===== src/rtl/core_sequencer_if.sv =====
// rtl/core_sequencer_if.sv - instruction/data memory handshake bundle for core_sequencer
interface core_sequencer_if;
    logic imem_req_o;
    logic imem_valid_i;
    logic dmem_req_o;
    logic dmem_we_o;
    logic dmem_valid_i;

    modport master (
        output imem_req_o,
        input  imem_valid_i,
        output dmem_req_o,
        output dmem_we_o,
        input  dmem_valid_i
    );

    modport slave (
        input  imem_req_o,
        output imem_valid_i,
        input  dmem_req_o,
        input  dmem_we_o,
        output dmem_valid_i
    );
endinterface


===== src/rtl/core_sequencer.sv =====
// rtl/core_sequencer.sv - multi-cycle fetch/decode/exec/mem/writeback control sequencer
module core_sequencer #(
    parameter int DWIDTH      = 32,
    parameter int MEM_TIMEOUT = 16
) (
    input  logic              clk,
    input  logic              rst,
    input  logic              start_i,
    input  logic [6:0]        opcode_i,
    input  logic              br_taken_i,
    core_sequencer_if.master  mem_if,
    output logic              insn_we_o,
    output logic              pc_we_o,
    output logic [1:0]        pc_sel_o,
    output logic              rf_we_o,
    output logic [1:0]        wb_sel_o,
    output logic [2:0]        state_o,
    output logic              trap_o,
    output logic [DWIDTH-1:0] retire_cnt_o
);

    typedef enum logic [2:0] {
        S_IDLE   = 3'd0,
        S_FETCH  = 3'd1,
        S_DECODE = 3'd2,
        S_EXEC   = 3'd3,
        S_MEM    = 3'd4,
        S_WB     = 3'd5,
        S_TRAP   = 3'd6
    } state_e;

    typedef enum logic [3:0] {
        C_R, C_I, C_LOAD, C_STORE, C_BRANCH, C_JAL, C_JALR, C_LUI, C_AUIPC, C_ILLEGAL
    } class_e;

    localparam int            WCW       = $clog2(MEM_TIMEOUT + 1);
    localparam logic [WCW-1:0] WAIT_LAST = WCW'(MEM_TIMEOUT - 1);

    state_e            state_q, state_d;
    class_e            cls_q, cls_d, dec_class;
    logic              br_q, br_d;
    logic [WCW-1:0]    wait_q, wait_d;
    logic [DWIDTH-1:0] retire_q, retire_d;

    logic imem_req, dmem_req, dmem_we, insn_we, pc_we, rf_we;
    logic [1:0] pc_sel, wb_sel;

    always_comb begin
        dec_class = C_ILLEGAL;
        case (opcode_i)
            7'b0110011: dec_class = C_R;
            7'b0010011: dec_class = C_I;
            7'b0000011: dec_class = C_LOAD;
            7'b0100011: dec_class = C_STORE;
            7'b1100011: dec_class = C_BRANCH;
            7'b1101111: dec_class = C_JAL;
            7'b1100111: dec_class = C_JALR;
            7'b0110111: dec_class = C_LUI;
            7'b0010111: dec_class = C_AUIPC;
            default:    dec_class = C_ILLEGAL;
        endcase
    end

    always_ff @(posedge clk) begin
        if (rst) begin
            state_q  <= S_IDLE;
            cls_q    <= C_R;
            br_q     <= 1'b0;
            wait_q   <= '0;
            retire_q <= '0;
        end else begin
            state_q  <= state_d;
            cls_q    <= cls_d;
            br_q     <= br_d;
            wait_q   <= wait_d;
            retire_q <= retire_d;
        end
    end

    always_comb begin
        state_d  = state_q;
        cls_d    = cls_q;
        br_d     = br_q;
        wait_d   = wait_q;
        retire_d = retire_q;
        imem_req = 1'b0;
        dmem_req = 1'b0;
        dmem_we  = 1'b0;
        insn_we  = 1'b0;
        pc_we    = 1'b0;
        rf_we    = 1'b0;
        pc_sel   = 2'b00;
        wb_sel   = 2'b00;

        case (state_q)
            S_IDLE: begin
                if (start_i) begin
                    state_d = S_FETCH;
                    wait_d  = '0;
                end
            end
            S_FETCH: begin
                imem_req = 1'b1;
                if (mem_if.imem_valid_i) begin
                    insn_we = 1'b1;
                    state_d = S_DECODE;
                end else begin
                    // the last allowed wait cycle has passed with no response
                    wait_d = wait_q + WCW'(1);
                    if (wait_q == WAIT_LAST) state_d = S_TRAP;
                end
            end
            S_DECODE: begin
                cls_d   = dec_class;
                state_d = (dec_class == C_ILLEGAL) ? S_TRAP : S_EXEC;
            end
            S_EXEC: begin
                br_d = br_taken_i;
                if (cls_q == C_LOAD || cls_q == C_STORE) begin
                    state_d = S_MEM;
                    wait_d  = '0;
                end else begin
                    state_d = S_WB;
                end
            end
            S_MEM: begin
                dmem_req = 1'b1;
                dmem_we  = (cls_q == C_STORE);
                if (mem_if.dmem_valid_i) begin
                    state_d = S_WB;
                end else begin
                    wait_d = wait_q + WCW'(1);
                    if (wait_q == WAIT_LAST) state_d = S_TRAP;
                end
            end
            S_WB: begin
                pc_we    = 1'b1;
                rf_we    = !(cls_q == C_STORE || cls_q == C_BRANCH);
                if (cls_q == C_LOAD)                          wb_sel = 2'b01;
                else if (cls_q == C_JAL || cls_q == C_JALR)   wb_sel = 2'b10;
                if (cls_q == C_JAL || (cls_q == C_BRANCH && br_q)) pc_sel = 2'b01;
                else if (cls_q == C_JALR)                          pc_sel = 2'b10;
                retire_d = retire_q + DWIDTH'(1);
                state_d  = S_FETCH;
                wait_d   = '0;
            end
            S_TRAP:  state_d = S_TRAP;
            default: state_d = S_TRAP;
        endcase
    end

    assign mem_if.imem_req_o = imem_req;
    assign mem_if.dmem_req_o = dmem_req;
    assign mem_if.dmem_we_o  = dmem_we;
    assign insn_we_o         = insn_we;
    assign pc_we_o           = pc_we;
    assign rf_we_o           = rf_we;
    assign pc_sel_o          = pc_sel;
    assign wb_sel_o          = wb_sel;
    assign state_o           = state_q;
    assign trap_o            = (state_q == S_TRAP);
    assign retire_cnt_o      = retire_q;

endmodule


===== src/flat_wrapper.sv =====
// flat-port wrapper written by rule: the top's interface ports become plain ports
module core_sequencer_flat 
#(
    parameter int DWIDTH      = 32,
    parameter int MEM_TIMEOUT = 16
)
  (clk, rst, start_i, opcode_i, br_taken_i, insn_we_o, pc_we_o, pc_sel_o, rf_we_o, wb_sel_o, state_o, trap_o, retire_cnt_o, mem_if_imem_req_o, mem_if_imem_valid_i, mem_if_dmem_req_o, mem_if_dmem_we_o, mem_if_dmem_valid_i);
  core_sequencer_if mem_if_i ();
  input  logic clk;
  input  logic rst;
  input  logic start_i;
  input  logic [6:0] opcode_i;
  input  logic br_taken_i;
  output logic insn_we_o;
  output logic pc_we_o;
  output logic [1:0] pc_sel_o;
  output logic rf_we_o;
  output logic [1:0] wb_sel_o;
  output logic [2:0] state_o;
  output logic trap_o;
  output logic [DWIDTH-1:0] retire_cnt_o;
  output wire logic [$bits(mem_if_i.imem_req_o)-1:0] mem_if_imem_req_o;
  input wire logic [$bits(mem_if_i.imem_valid_i)-1:0] mem_if_imem_valid_i;
  output wire logic [$bits(mem_if_i.dmem_req_o)-1:0] mem_if_dmem_req_o;
  output wire logic [$bits(mem_if_i.dmem_we_o)-1:0] mem_if_dmem_we_o;
  input wire logic [$bits(mem_if_i.dmem_valid_i)-1:0] mem_if_dmem_valid_i;
  assign mem_if_imem_req_o = mem_if_i.imem_req_o;
  assign mem_if_i.imem_valid_i = mem_if_imem_valid_i;
  assign mem_if_dmem_req_o = mem_if_i.dmem_req_o;
  assign mem_if_dmem_we_o = mem_if_i.dmem_we_o;
  assign mem_if_i.dmem_valid_i = mem_if_dmem_valid_i;
  core_sequencer #(.DWIDTH(DWIDTH), .MEM_TIMEOUT(MEM_TIMEOUT)) u_core (.clk(clk), .rst(rst), .start_i(start_i), .opcode_i(opcode_i), .br_taken_i(br_taken_i), .mem_if(mem_if_i), .insn_we_o(insn_we_o), .pc_we_o(pc_we_o), .pc_sel_o(pc_sel_o), .rf_we_o(rf_we_o), .wb_sel_o(wb_sel_o), .state_o(state_o), .trap_o(trap_o), .retire_cnt_o(retire_cnt_o));
endmodule

===== config.mk =====
export PLATFORM = sky130hd
export DESIGN_NAME = core_sequencer_flat
export DESIGN_NICKNAME = d
export VERILOG_FILES = /design/src/rtl/core_sequencer_if.sv /design/src/rtl/core_sequencer.sv /design/src/flat_wrapper.sv
export SDC_FILE = /design/constraint.sdc
export NUM_CORES = 1
export LEC_CHECK = 0
export CAP_MARGIN = 15
export CELL_PAD_IN_SITES_DETAIL_PLACEMENT = 0
export CELL_PAD_IN_SITES_GLOBAL_PLACEMENT = 1
export CORE_UTILIZATION = 35
export DETAILED_ROUTE_END_ITERATION = 8
export DONT_BUFFER_PORTS = 1
export HOLD_SLACK_MARGIN = 0.12
export PLACE_DENSITY = 0.64
export SLEW_MARGIN = 10
export SYNTH_ARGS = -nofsm -noshare
export SYNTH_HDL_FRONTEND = slang
export SYNTH_SLANG_ARGS = --single-unit

===== constraint.sdc =====
create_clock -name clk -period 2.45 [get_ports clk]
set_input_delay 0.735 -clock clk [delete_from_list [all_inputs] [get_ports clk]]
set_output_delay 0.735 -clock clk [all_outputs]
set_load 0.005 [all_outputs]

After elaboration in Yosys (flattened, before gate mapping)
Cells that the tools add are included.
- output and inout bits: 46
- word-level logic and storage cells: 68
- register bits: 45
- bits of input ports: 13
- reductions and logical operators: 9
- $add $sub $neg: 2
- muxes and demuxes: 26
- equal/unequal tests: 26
- operators with widths (kind ; number):
    4-bit case mux with 9 select lines ; 1
    32-bit by 1-bit adder with 32-bit output (second input constant) ; 1
    5-bit case mux with 5 select lines ; 1
    7-bit by 6-bit equality test with 1-bit output (second input constant) ; 3
    7-bit equality test (second input constant) ; 3
    5-bit 2-to-1 mux ; 4
    3-bit case mux with 6 select lines ; 1
    3-bit 2-to-1 mux ; 5
    7-bit by 5-bit equality test with 1-bit output (second input constant) ; 2
    4-bit by 3-bit equality test with 1-bit output (second input constant) ; 3
    2-bit 2-to-1 mux ; 6
    3-bit equality test (second input constant) ; 3
    4-bit by 2-bit equality test with 1-bit output (second input constant) ; 2
    1-bit 2-to-1 mux ; 8
    7-bit by 2-bit equality test with 1-bit output (second input constant) ; 1
    3-bit by 2-bit equality test with 1-bit output (second input constant) ; 2
    2-bit != test (second input constant) ; 3
    5-bit by 1-bit adder with 5-bit output (second input constant) ; 1
    5-bit by 4-bit equality test with 1-bit output (second input constant) ; 1
    5-bit AND reduction ; 1
    5-bit nonzero test ; 1
    4-bit equality test (second input constant) ; 1
    1-bit logical OR ; 4
    3-bit by 1-bit equality test with 1-bit output (second input constant) ; 1
    other kinds (4) ; 4

Longest topological paths before layout
- depth after elaboration: 5
- gate-level depth with buffers: 8
- mapped depth without buffers: 7

Least setup slack after synthesis
OpenSTA, ideal clock, no wires.
- path kind: reg2out
- start point: register u_core.cls_q[1]
- end point: output mem_if_dmem_we_o
- data required time: 1715 ps
- path buffers: 0
- arrival: 1204 ps
- cell stages (with the launch flop): 3
- setup slack: 511 ps
- path through: dfxtp_1 -> or3b_2 -> nor4b_1
- word-level cells in the longest chain between the ends: 2
- RTL lines (item ; RTL line ; text):
    start, declared ; core_sequencer.sv:40 ; class_e cls_q, cls_d, dec_class;
    start signal, assigned ; core_sequencer.sv:73 ; cls_q <= cls_d;
    4-bit by 2-bit equality test with 1-bit output ; core_sequencer.sv:128 ; dmem_we = (cls_q == C_STORE);
    1-bit 2-to-1 mux ; core_sequencer.sv:95 ; case (state_q)
    end, declared ; flat_wrapper.sv:25 ; output wire logic [$bits(mem_if_i.dmem_we_o)-1:0] mem_if_dmem_we_o;
No other way between the ends.

Final worst setup path
Ends and elaborated chain as after synthesis.

==> results by group <==
Run status
  – Status: finished with violations
  – Failing checks: design-rule violations

Power
  – P_leak: 0.000957 uW
  – Power Dens Cells: 602 mW/mm^2
  – Max IR drop VDD: 0.000288 V

Drt
  – Via density: 5.46
  – Routed length per placed instance: 15.1 um
  – Total wire length: 5560 um
  – DRT iter0 DRCs: 107
  – DRC: 6
  – Router iterations before antenna repair: 9
  – Final ANT Viol Nets: 0
  – Total vias in the final route: 2004

Job
  – Max-cap violations: 0

Worst setup path
  – Worst Setup SP: u_core.cls_q[1]
  – Crit-path slowest cell: or3b_2
  – Worst r2r src: u_core.retire_cnt_o[4]
  – Startpoint types: flop
  – CP max FO: 7
  – Critical path class: reg -> out
  – Critical Path AT: 1.60 ns
  – Worst path top cell family by delay: simple AND/OR/NAND/NOR gates
  – WP buf/inv: 0
  – Crit-path cells: or3b_2 -> nor4b_2
  – CP required: 1.71 ns
  – Crit. End Element: output pin
  – Crit-path max cell delay: 0.56 ns

Place
  – DP Wirelength: 3760 um
  – RePlAce Congestion: 0.761
  – Port buffer count: 0

Worst hold path
  – Hold Path Class: in -> reg
  – Worst Hold Launch: rst

Timing
  – Final Hold Viols: 0
  – Slew HR: 0.632
  – Worst hold slack: 0.492 ns
  – Worst-case clock skew: 0.00719 ns
  – Endpoints failing setup: 0
  – Fmax: 428 MHz
  – Final Max Tran Viols: 0
  – Setup TNS: 0 ns
  – RSZ-0062 raised after global routing: no
  – Tcrit/Tclk final: 0.954
  – Clock period minus worst slack: 2.34 ns
  – Worst-margin pin slew: 0.552 ns

Synth
  – Largest cells by area after synthesis: dfxtp_1 38%, xor2_1 11%, nor2_1 8.6%
  – Count leader, synth: nor2_1
  – Register area share after synthesis: 0.376
  – Adder-Cell Fraction of Synth Area: 0.0157
  – Syn_nets: 308
  – Main combinational cell family by area after synthesis: simple AND/OR/NAND/NOR gates
  – Yosys cell types: 42
  – Commonest cells in the netlist: 55 x nor2_1, 45 x dfxtp_1, 29 x xor2_1
  – Post-synth top area share: 0.376
  – Simple-Gate Fraction of Synth Area: 0.342
  – Proportion of synthesized area in mux cells: 0.0125
  – EDFF count, synth: 0
  – Yosys warns: 0
  – Async set-or-reset flop fraction in the synthesized netlist: 0
  – Post-synth top area cell: dfxtp_1
  – Ys flop type: dfxtp_1
  – Synth Area in Compound Gates: 0.0894
  – Synth Area per Inst: 8.20 um^2
  – Post-synthesis xor/xnor area fraction: 0.121
  – Mapped Area: 0.00239 mm^2
  – Synthesis-stage register bit count: 45
  – Cells after Synth: 292

CTS
  – Worst-skew pair later-pin latency: 0.30 ns
  – Worst-case clock buffer depth: 2
  – CTS tree: done
  – CTS Sinks: 45
  – CTS buffer count: 5
  – Setup Fix Bufs, Post-CTS: 0
  – Resized cells post-CTS: 0
  – CTS H-tree depth: 2
  – Clock Root Buffer: clkbuf_8
  – Clock-pin slew on the worst setup and hold paths: 0.09 ns
  – Hold-fix buffers, CTS: 0

Floorplanning
  – Die Ht: 84.7 um
  – IO Count: 59
  – Core outline area: 0.00646 mm^2
  – Rows: 29
  – Die area: 0.00717 mm^2
  – Die Wd: 84.7 um
  – Starting Density: 0.371

Global route
  – GR Overflow Total: 0
  – GRT Total Usage: 0.158
  – Initial antenna violation count: 0
  – Number of global-route vias before repair: 1811
  – First-pass GRT wire length: 9090 um
  – Largest net degree at the start of global routing: 45

Layout
  – Register Area: 901 um^2
  – Multi-input logic area: 0.00140 mm^2
  – Fillers: 671
  – Fraction of layout cells with a size suffix above 1: 0.0828
  – Core Util, Final: 0.403
  – N_diodes: 0
  – Layout overhead on the synthesized area: 8.83%
  – Nets: 305
[registers in the layout, indices dropped and copies added, names as in the netlist]
| signal | flops |
|---|---|
| u_core.state_o | 3 |
| u_core.retire_cnt_o | 32 |
| u_core.wait_q | 5 |
| u_core.cls_q | 4 |
| u_core.br_q | 1 |
[placed cells by master, fill, tap and decap left out, types with 2 or more instances in the layout]
cell type,count
nand3_1,10
xnor2_1,4
a21oi_1,9
nor4_1,2
nor3_1,6
or2_2,2
a31o_2,2
nor2b_1,4
and2_1,4
nand3b_1,2
inv_1,6
xor2_1,29
dfxtp_1,45
bufinv_16,2
nand4_1,19
mux2i_1,3
and3_1,10
clkbuf_8,5
o31ai_1,2
nand2_1,16
o21ai_0,5
nand2b_1,5
a211oi_1,3
nor2_1,55
buf_4,7
a31oi_1,2
ha_1,3
and4_1,8
nor3b_1,6
a2bb2oi_1,2
[per-stage QoR]
| step | power [uW] | cells | instance area [um^2] | setup slack [ns] |
|---|---|---|---|---|
| 2_1_floorplan | 885 | 292 | 2390 | 0.511 |
| 3_3_place_gp | 901 | 359 | 2460 | 0.365 |
| 3_5_place_dp | 902 | 359 | 2460 | 0.351 |
| 4_1_cts | 1580 | 367 | 2600 | 0.00975 |
| 5_1_grt | 1640 | 367 | 2610 | 0.0508 |
| 6_report | 1570 | 367 | 2610 | 0.113 |
[power by group]
group | switching, uW | internal (uW) | total, uW | leakage [uW]
Combinational | 74.5 | 57.6 | 132 | 0.000526
Clock | 273 | 411 | 684 | 0.0000687
Sequential | 10.4 | 742 | 752 | 0.000363
Total | 358 | 1210 | 1570 | 0.000957
[path summary, 6_finish.rpt]
| check | end | slack (ns) | depth (start not counted) |
|---|---|---|---|
| hold / removal | u_core.retire_cnt_o[2] | 0.49 | 1 |
| setup / recovery | mem_if_dmem_we_o | 0.11 | 2 |
| hold reg to reg | u_core.wait_q[4] | 0.51 | 2 |
| setup reg to reg | u_core.retire_cnt_o[30] | 0.55 | 5 |
[kinds of logic after synthesis]
group           after synthesis
compound gates               31
xor+xnor                     33
fa+ha+maj                     3
buf+inv                      23
flops                        45
mux                           3
simple gates                154
[final cells by class]
type,instances,share of cell area
clock buffers,5,0.0264
clock inverters,3,0.0264
inverters,6,0.00865
multi-input cells,224,0.536
flip-flops and latches,45,0.346
well taps,77,0.0370
repair buffers,7,0.0202
[layer usage]
metal	up-vias	global-route usage	wire, um
li1	1010	-	-
met1	943	0.221	2780
met2	46	0.233	2410
met3	5	0.0482	321
met4	0	0.0462	48
met5	-	0	0
Note: power is estimated with default switching activity, not from simulation.
